### src/rtl/key_sw_debouncer_pkg.sv
// Shared register selects and default debounce depth for the KEY/SW debouncer.
package key_sw_pkg;

    typedef enum logic [1:0] {
        RDSEL_KEY     = 2'd0,
        RDSEL_SW      = 2'd1,
        RDSEL_EVENTS  = 2'd2,
        RDSEL_IRQMASK = 2'd3
    } reg_sel_e;

    localparam int DEBOUNCE_CYCLES_DEF = 250000;

endpackage

### src/rtl/key_sw_debouncer_if.sv
// Select/data read port and write strobe between the UI controller and the debouncer.
interface key_sw_debouncer_if #(
    parameter int DBITS = 32
);
    logic [1:0]       rdSel;
    logic [DBITS-1:0] rdData;
    logic             wrtEn;
    logic [1:0]       wrtSel;
    logic [DBITS-1:0] wrtData;

    modport master (output rdSel, wrtEn, wrtSel, wrtData, input rdData);
    modport slave  (input rdSel, wrtEn, wrtSel, wrtData, output rdData);
endinterface

### src/rtl/key_sw_debouncer_debounce_cell.sv
// One input bit: 2-flop synchronizer followed by a stability counter guarding the stable value q.
module debounce_cell #(
    parameter int   DEBOUNCE_CYCLES = 250000,
    parameter logic RST_VAL         = 1'b0
) (
    input  logic clk,
    input  logic reset_n,
    input  logic raw,
    output logic q
);
    localparam int            CW   = $clog2(DEBOUNCE_CYCLES + 1);
    localparam logic [CW-1:0] LAST = CW'(DEBOUNCE_CYCLES - 1);

    logic          sync1_q, sync1_d;
    logic          sync2_q, sync2_d;
    logic          q_q, q_d;
    logic [CW-1:0] c_q, c_d;

    always_comb begin
        sync1_d = raw;
        sync2_d = sync1_q;
        q_d     = q_q;
        c_d     = c_q;
        // Any sample matching q restarts the count, so only unbroken runs are accepted.
        if (sync2_q == q_q) begin
            c_d = '0;
        end else if (c_q == LAST) begin
            q_d = sync2_q;
            c_d = '0;
        end else begin
            c_d = c_q + CW'(1);
        end
    end

    always_ff @(posedge clk or negedge reset_n) begin
        if (!reset_n) begin
            sync1_q <= RST_VAL;
            sync2_q <= RST_VAL;
            q_q     <= RST_VAL;
            c_q     <= '0;
        end else begin
            sync1_q <= sync1_d;
            sync2_q <= sync2_d;
            q_q     <= q_d;
            c_q     <= c_d;
        end
    end

    assign q = q_q;

endmodule

### src/rtl/key_sw_debouncer.sv
// KEY/SW input conditioner with sticky W1C key-press events.
// Define KEY_DEBOUNCER_IRQ_EN to add the irqMask register and the irq output.
module key_sw_debouncer
    import key_sw_pkg::*;
#(
    parameter int DBITS           = 32,
    parameter int NKEYS           = 4,
    parameter int NSW             = 10,
    parameter int DEBOUNCE_CYCLES = DEBOUNCE_CYCLES_DEF
) (
    input  logic             clk,
    input  logic             reset_n,
    input  logic [NKEYS-1:0] keyRaw,
    input  logic [NSW-1:0]   swRaw,
    output logic [NKEYS-1:0] keyState,
    output logic [NSW-1:0]   swState,
    output logic [NKEYS-1:0] keyPress,
    key_sw_debouncer_if.slave bus
`ifdef KEY_DEBOUNCER_IRQ_EN
    ,
    output logic             irq
`endif
);
    localparam int NBITS = NKEYS + NSW;

    logic [NBITS-1:0] raw_all;
    logic [NBITS-1:0] q_all;

    assign raw_all = {swRaw, keyRaw};

    // Keys idle high on the board, so their cells reset to the released level.
    for (genvar i = 0; i < NBITS; i++) begin : g_cell
        debounce_cell #(
            .DEBOUNCE_CYCLES (DEBOUNCE_CYCLES),
            .RST_VAL         (logic'(i < NKEYS))
        ) u_cell (
            .clk     (clk),
            .reset_n (reset_n),
            .raw     (raw_all[i]),
            .q       (q_all[i])
        );
    end

    assign keyState = ~q_all[NKEYS-1:0];
    assign swState  = q_all[NKEYS +: NSW];

    logic [NKEYS-1:0] key_prev_q, key_prev_d;
    logic [NKEYS-1:0] keyPress_q, keyPress_d;
    logic [NKEYS-1:0] events_q, events_d;
    logic [NKEYS-1:0] clr;
    logic [NKEYS-1:0] mask;

    always_comb begin
        clr = '0;
        if (bus.wrtEn && bus.wrtSel == RDSEL_EVENTS)
            clr = bus.wrtData[NKEYS-1:0];
        key_prev_d = keyState;
        keyPress_d = keyState & ~key_prev_q;
        // Set after clear so a press landing on a W1C write is never lost.
        events_d   = (events_q & ~clr) | keyPress_q;
    end

    always_ff @(posedge clk or negedge reset_n) begin
        if (!reset_n) begin
            key_prev_q <= '0;
            keyPress_q <= '0;
            events_q   <= '0;
        end else begin
            key_prev_q <= key_prev_d;
            keyPress_q <= keyPress_d;
            events_q   <= events_d;
        end
    end

    assign keyPress = keyPress_q;

`ifdef KEY_DEBOUNCER_IRQ_EN
    logic [NKEYS-1:0] irqMask_q, irqMask_d;
    logic             irq_q, irq_d;

    always_comb begin
        irqMask_d = irqMask_q;
        if (bus.wrtEn && bus.wrtSel == RDSEL_IRQMASK)
            irqMask_d = bus.wrtData[NKEYS-1:0];
        irq_d = |(events_q & irqMask_q);
    end

    always_ff @(posedge clk or negedge reset_n) begin
        if (!reset_n) begin
            irqMask_q <= '0;
            irq_q     <= 1'b0;
        end else begin
            irqMask_q <= irqMask_d;
            irq_q     <= irq_d;
        end
    end

    assign mask = irqMask_q;
    assign irq  = irq_q;
`else
    assign mask = '0;
`endif

    always_comb begin
        bus.rdData = '0;
        case (reg_sel_e'(bus.rdSel))
            RDSEL_KEY:     bus.rdData[NKEYS-1:0] = keyState;
            RDSEL_SW:      bus.rdData[NSW-1:0]   = swState;
            RDSEL_EVENTS:  bus.rdData[NKEYS-1:0] = events_q;
            RDSEL_IRQMASK: bus.rdData[NKEYS-1:0] = mask;
            default:       bus.rdData            = '0;
        endcase
    end

    logic unused_wrt;
    assign unused_wrt = &{1'b0, bus.wrtData[DBITS-1:NKEYS], 1'b0};

endmodule

### src/flat_wrapper.sv
// flat-port wrapper written by rule: the top's interface ports become plain ports
module key_sw_debouncer_flat import key_sw_pkg::*;
#(
    parameter int DBITS           = 32,
    parameter int NKEYS           = 4,
    parameter int NSW             = 10,
    parameter int DEBOUNCE_CYCLES = DEBOUNCE_CYCLES_DEF
)
  (clk, reset_n, keyRaw, swRaw, keyState, swState, keyPress, bus_rdSel, bus_wrtEn, bus_wrtSel, bus_wrtData, bus_rdData);
  key_sw_debouncer_if #(.DBITS(DBITS)) bus_i ();
  input  logic clk;
  input  logic reset_n;
  input  logic [NKEYS-1:0] keyRaw;
  input  logic [NSW-1:0] swRaw;
  output logic [NKEYS-1:0] keyState;
  output logic [NSW-1:0] swState;
  output logic [NKEYS-1:0] keyPress;
  input wire logic [$bits(bus_i.rdSel)-1:0] bus_rdSel;
  input wire logic [$bits(bus_i.wrtEn)-1:0] bus_wrtEn;
  input wire logic [$bits(bus_i.wrtSel)-1:0] bus_wrtSel;
  input wire logic [$bits(bus_i.wrtData)-1:0] bus_wrtData;
  output wire logic [$bits(bus_i.rdData)-1:0] bus_rdData;
  assign bus_i.rdSel = bus_rdSel;
  assign bus_i.wrtEn = bus_wrtEn;
  assign bus_i.wrtSel = bus_wrtSel;
  assign bus_i.wrtData = bus_wrtData;
  assign bus_rdData = bus_i.rdData;
  key_sw_debouncer #(.DBITS(DBITS), .NKEYS(NKEYS), .NSW(NSW), .DEBOUNCE_CYCLES(DEBOUNCE_CYCLES)) u_core (.clk(clk), .reset_n(reset_n), .keyRaw(keyRaw), .swRaw(swRaw), .keyState(keyState), .swState(swState), .keyPress(keyPress), .bus(bus_i));
endmodule
### config.mk
export PLATFORM = sky130hd
export DESIGN_NAME = key_sw_debouncer_flat
export DESIGN_NICKNAME = d
export VERILOG_FILES = /design/src/rtl/key_sw_debouncer_pkg.sv /design/src/rtl/key_sw_debouncer_if.sv /design/src/rtl/key_sw_debouncer_debounce_cell.sv /design/src/rtl/key_sw_debouncer.sv /design/src/flat_wrapper.sv
export SDC_FILE = /design/constraint.sdc
export NUM_CORES = 1
export LEC_CHECK = 0
export ABC_CLOCK_PERIOD_IN_PS = 3900
export BUFFER_PORTS_ARGS = -buffer_cell sky130_fd_sc_hd__buf_2
export CELL_PAD_IN_SITES_DETAIL_PLACEMENT = 1
export CELL_PAD_IN_SITES_GLOBAL_PLACEMENT = 2
export CORE_UTILIZATION = 25
export CTS_CLUSTER_SIZE = 16
export DETAILED_ROUTE_END_ITERATION = 7
export PLACE_DENSITY = 0.62
export SYNTH_ARGS = -nofsm -noshare
export SYNTH_HDL_FRONTEND = slang
export SYNTH_HIERARCHICAL = 1
export SYNTH_SLANG_ARGS = --single-unit
### constraint.sdc
create_clock -name clk -period 3.9 [get_ports clk]
set_input_delay 0.39 -clock clk [delete_from_list [all_inputs] [get_ports clk]]
set_output_delay 0.39 -clock clk [all_outputs]
set_load 0.01 [all_outputs]
After elaboration in Yosys (flattened, before gate mapping):

Index checks and enable logic that the tools add are counted.

* register bits: 306
* bits of input ports: 53
* logic and storage cells: 172
* output and inout bits: 50

* equality and inequality tests: 32
* reductions and logical operators: 16
* bitwise gates (word level): 20
* $add $sub $neg: 14
* multiplexer cells: 31

Operators by type and width (number)
* 18-bit two-way mux: 28
* 18-bit by 1-bit adder with 18-bit output, second input constant: 14
* 18-bit equality test, second input constant: 14
* 2-bit AND reduction: 14
* 4-bit one-hot mux with 4 select lines: 1
* 1-bit equality test: 14
* 1-bit NOT: 14
* 4-bit NOT: 3
* 4-bit AND: 2
* 2-bit equality test, second input constant: 3
* 6-bit two-way mux: 1
* 4-bit two-way mux: 1
* 4-bit OR: 1
* 2-bit by 1-bit equality test with 1-bit output, second input constant: 1
* 2-bit logical NOT: 1
* 1-bit logical AND: 1

Logic depth before layout (Yosys ltp):

* word-level depth: 6
* depth in mapped cells: 5

Hierarchy:

Netlist, hierarchy kept.

Modules (own cells, without submodules)
* debounce_cell (u_core.g_cell[10].u_cell ...): area an instance 1029.7 um^2, cells an instance 99, sequential area each 525.5 um^2, instances 10
* debounce_cell (u_core.g_cell[0].u_cell ...): area an instance 1033.5 um^2, cells an instance 99, sequential area each 529.3 um^2, instances 4
* key_sw_debouncer: area an instance 807.0 um^2, cells an instance 87, sequential area each 300.3 um^2, instances 1

Worst setup path before layout:

No wires, ideal clock.

* path type: register to register
* start: register u_core.g_cell[0].u_cell.c_q[0]
* end: register u_core.g_cell[0].u_cell.c_q[10]
* cell stages (with the launch flop): 6
* period minus slack after synthesis: 1.812 ns
* arrival time: 1.693 ns
* slack: 2.088 ns
* setup time: 0.119 ns
* path through: dfrtp_1 -> ha_1 -> nand4_1 -> o41ai_4 -> buf_6 -> nor2_1

* cells in the longest elaborated chain, start to end: 3
* elaborated cells on any way between the ends: 4

RTL lines
* start, declared: line key_sw_debouncer_debounce_cell.sv:17 `logic [CW-1:0] c_q, c_d;`
* start signal, assigned: line key_sw_debouncer_debounce_cell.sv:40 `c_q <= '0;`
* start signal, assigned: line key_sw_debouncer_debounce_cell.sv:45 `c_q <= c_d;`
* 18-bit by 1-bit adder with 18-bit output or 18-bit equality test (tied branches): line key_sw_debouncer_debounce_cell.sv:31, key_sw_debouncer_debounce_cell.sv:27
* 18-bit two-way mux *: line key_sw_debouncer_debounce_cell.sv:27 `end else if (c_q == LAST) begin`
* 18-bit two-way mux *: line key_sw_debouncer_debounce_cell.sv:25 `if (sync2_q == q_q) begin`
* net u_core.g_cell[0].u_cell.c_d[10]: line key_sw_debouncer_debounce_cell.sv:17

Mark *: on every way through the listed nets, which the timed path passes. The rest lies on a longest branch.
A chain may end at the register's enable or synchronous reset.

Final worst setup path:

* start: register u_core.g_cell[1].u_cell.c_q[0]
* end: register u_core.g_cell[1].u_cell.c_q[11]

* cells in the longest elaborated chain, start to end: 3
* elaborated cells on any way between the ends: 4

RTL lines (line)
* start, declared: key_sw_debouncer_debounce_cell.sv:17
* start signal, assigned: key_sw_debouncer_debounce_cell.sv:40
* start signal, assigned: key_sw_debouncer_debounce_cell.sv:45
* 18-bit by 1-bit adder with 18-bit output or 18-bit equality test (tied branches): key_sw_debouncer_debounce_cell.sv:31, key_sw_debouncer_debounce_cell.sv:27
* 18-bit two-way mux *: key_sw_debouncer_debounce_cell.sv:27
* 18-bit two-way mux *: key_sw_debouncer_debounce_cell.sv:25
* net u_core.g_cell[1].u_cell.c_d[11]: key_sw_debouncer_debounce_cell.sv:17

Marks and branches as above.

==> reports/qor.yml <==
grt:
  groute.layer.met1.usage: 0.162
  global_route.usage.met2: 0.191
  global_route.usage.total: 0.119
  first_pass_grt_wire_length_um: 61500
  initial_antenna_violation_count: 1
  grt_most_used_layer: "met2"
  first_global_vias: 11848
  groute.layer.met3.usage: 0.0225
  grt_max_degree: 107
  grt.overflow.total: 0
cts:
  tritoncts: "yes"
  cts_htree_levels: 2
  cts_sinks: 306
  insertion_delay_ns: 0.55
  cts-buffers-inserted: 40
  cts_max_path_bufs: 3
  clkTransAtPathRegs_ns: 0.06
  post_cts_resized: 0
  clock_tree.root_cell: "clkbuf_16"
pwr:
  clock_power_share: 0.510
  netSwitchingPower_mw: 1.63
  power.density_cell_area_mw_per_mm2: 410
  cellLeakagePower_nw: 7.15
  internal_power_mw: 5.62
  net_sw_frac: 0.225
  combPwrFrac: 0.036
  power.sequential.fraction: 0.454
  total_power_consumption_of_the_routed_design_mw: 7.25
  vdd_ir_drop_max_mv: 0.210
logic_synthesis:
  synth-edff-count: 0
  ys_ff_latch: 306
  yosysWarnings: 6
  synth_async_sr_flop_share: 1.00
  synth_top_area_share: 0.483
  synthXorXnorAreaFrac: 0.121
  dominant_combinational_cell_family_by_area_after_synthesis: "simple AND/OR/NAND/NOR gates"
  ys.flop_type: "dfrtp_1"
  post_synth_inst_count: 1473
  synth-seq-area-share: 0.503
  synth.distinct_cells: 35
  synth_top_cells_by_count: "dfrtp_1, nor2_1, xnor2_1"
  synth_area_per_cell_um2: 10.3
  synth_adder_area_share: 0.0115
  synth_mux_area_frac: 0.0103
  synth_area_in_compound_gates: 0.0514
  area_of_the_mapped_netlist_mm2: 0.0152
  most_repeated_cell_in_the_gate_level_netlist_after_synthesis: "dfrtp_1"
  synth_area_leaders: "dfrtp_1, xnor2_1, nor2_1"
  synthDominantAreaCellType: "dfrtp_1"
  post_synth_and_or_nand_nor_area_fraction: 0.263
detailed_routing:
  wl_per_cell_um: 14.9
  post-route-drc-count: 0
  vias_cell: 4.62
  vias: 10900
  drt_iter0_markers: 442
  ant_nets: 0
  totalWireLength_um: 35100
  dr.pass1.iters: 4
timing:
  max-slew-margin-rel: 0.276
  timing_worst_slew_pin_value_ns: 1.08
  holdWs_ns: 0.115
  timing_hold_violations_final: 0
  finalClockSkew_ns: 0.0198
  totalNegativeSetupSlack_ns: 0
  setup_ws_ns: 1.43
  period_needed_ns: 2.47
  period_share: 0.633
  report.final.slew_viol_count: 0
  fmaxAchievable_mhz: 405
  grt_setup_unrepaired: "false"
  finalSetupViolCount: 0
floorplan:
  die_height_um: 249
  initial_util: 0.253
  fp-row-count: 90
  number_of_i_o_pins: 103
  floorplan.die_area_mm2: 0.0619
  die-width_um: 249
  design.core.area_mm2: 0.0602
placement:
  preCtsSetupSlack_ns: 1.38
  gp_congestion: 0.725
  numPortBuffers: 52
  dp_hpwl_um: 23400
  placedInstanceArea_mm2: 0.0162
  placedCellCount: 2273
cells_and_area:
  final_net_count: 1618
  finalInstanceArea_mm2: 0.0177
  fill_cells: 6763
  drive_gt1_frac: 0.150
  final-instance-count-excl-fill: 2359
  antenna_diode_count: 0
  area.growth.synth_to_final_pct: 15.9
  fin_util: 0.293
status:
  status: "finished, final reports clean"
critical_path:
  crit_path_start: "u_core/g_cell[1].u_cell/c_q[0]"
  crit_path_end: "u_core/g_cell[1].u_cell/c_q[11]"
  required_ns: 4.28
  critical_path_arrival_ns: 2.85
  timing.critical_path.fanout_max: 18
  regToRegStartpoint: "u_core/g_cell[1].u_cell/c_q[0]"
  criticalPathCategory: "flop to flop"
  startpoint_type: "flop"
  rrSetupSlack_ns: 1.43
  end_kind: "flop"
  timing.rr.end: "u_core/g_cell[1].u_cell/c_q[11]"
  worstRegToRegCells: 4
run:
  max_cap_violations: 0
hold_path:
  min-delay-path-class: "primary input to flop"
-- worst min path at each step --
stage,from,end,slack [ns],depth (start not counted)
floorplan,reset_n,u_core/events_q[0],0.09,0
global placement,u_core/g_cell[12].u_cell/sync1_q,u_core/g_cell[12].u_cell/sync2_q,0.33,0
detailed placement,u_core/g_cell[13].u_cell/sync1_q,u_core/g_cell[13].u_cell/sync2_q,0.34,0
CTS,bus_wrtData[0],u_core/events_q[0],0.06,2
global route,bus_wrtData[0],u_core/events_q[0],0.07,2
finish,bus_wrtData[0],u_core/events_q[0],0.11,2
-- state kept, by name (all words and copies together), names as in the netlist --
name / flops
u_core/events_q: 4
u_core/g_cell.u_cell/c_q: 252
u_core/g_cell.u_cell/q: 14
u_core/g_cell.u_cell/sync1_q: 14
u_core/g_cell.u_cell/sync2_q: 14
u_core/keyPress: 4
u_core/key_prev_q: 4
-- worst max-delay path: stages, from the launching register on --
cell and delay [ns]:
dfrtp_1 0.41, ha_1 0.24, nand4_1 0.41, o41ai_4 1.11
nor2_1 0.13
-- placed cells by master, fill, tap and decap left out, types with 41 or more instances in the layout --
cell type | netlist | routed
nand3_1 | 84 | 84
nand2_1 | 84 | 84
xor2_1 | 70 | 70
buf_2 | 0 | 51
nand4_1 | 70 | 70
xnor2_1 | 140 | 140
nor4_1 | 98 | 98
clkbuf_16 | 0 | 41
nor2_1 | 260 | 260
dfrtp_1 | 294 | 294
-- power by group through the flow --
stage | combinational (mW) | sequential [mW] | clock, mW
after global placement | 0.261 | 3.34 | 0
final | 0.263 | 3.29 | 3.70
after detailed placement | 0.263 | 3.35 | 0
after CTS | 0.278 | 3.29 | 3.88
after floorplan | 0.160 | 3.33 | 0
after global routing | 0.310 | 3.30 | 4.00
-- layer usage --
| layer | routed length, um | vias to the layer above | part of all wire |
|---|---|---|---|
| li1 | - | 5294 | - |
| met1 | 17000 | 5449 | 0.48 |
| met2 | 16100 | 102 | 0.46 |
| met3 | 1190 | 55 | 0.034 |
| met4 | 821 | 0 | 0.023 |
| met5 | 0 | - | 0 |
-- cell families (layout without fill, tap and decap cells) --
logic type                 after synthesis  after routing
DFF                                    306            306
and+or+nand+nor                        752            752
other                                    1             22
buffers and inverters                   98            181
adders and majority gates               14             14
muxes                                   14             14
xor gates and xnor gates               210            210
AOI/OAI and AO/OA                       78             78
-- what timing repair did --
action	CTS	global route
hold buffers	18	0
endpoints found under the hold margin	70	0
buffers inserted	0	0
-- cell type report --
type / count / area (um2) / area share
Sequential cell: 306 / 7670 / 0.434
Multi-Input combinational cell: 1090 / 7040 / 0.399
Clock buffer: 58 / 1150 / 0.0651
Tap cell: 782 / 978 / 0.0554
Timing Repair Buffer: 76 / 520 / 0.0295
Clock inverter: 10 / 154 / 0.00872
Inverter: 37 / 139 / 0.00787
No activity file was read; power rests on OpenSTA's default activity.
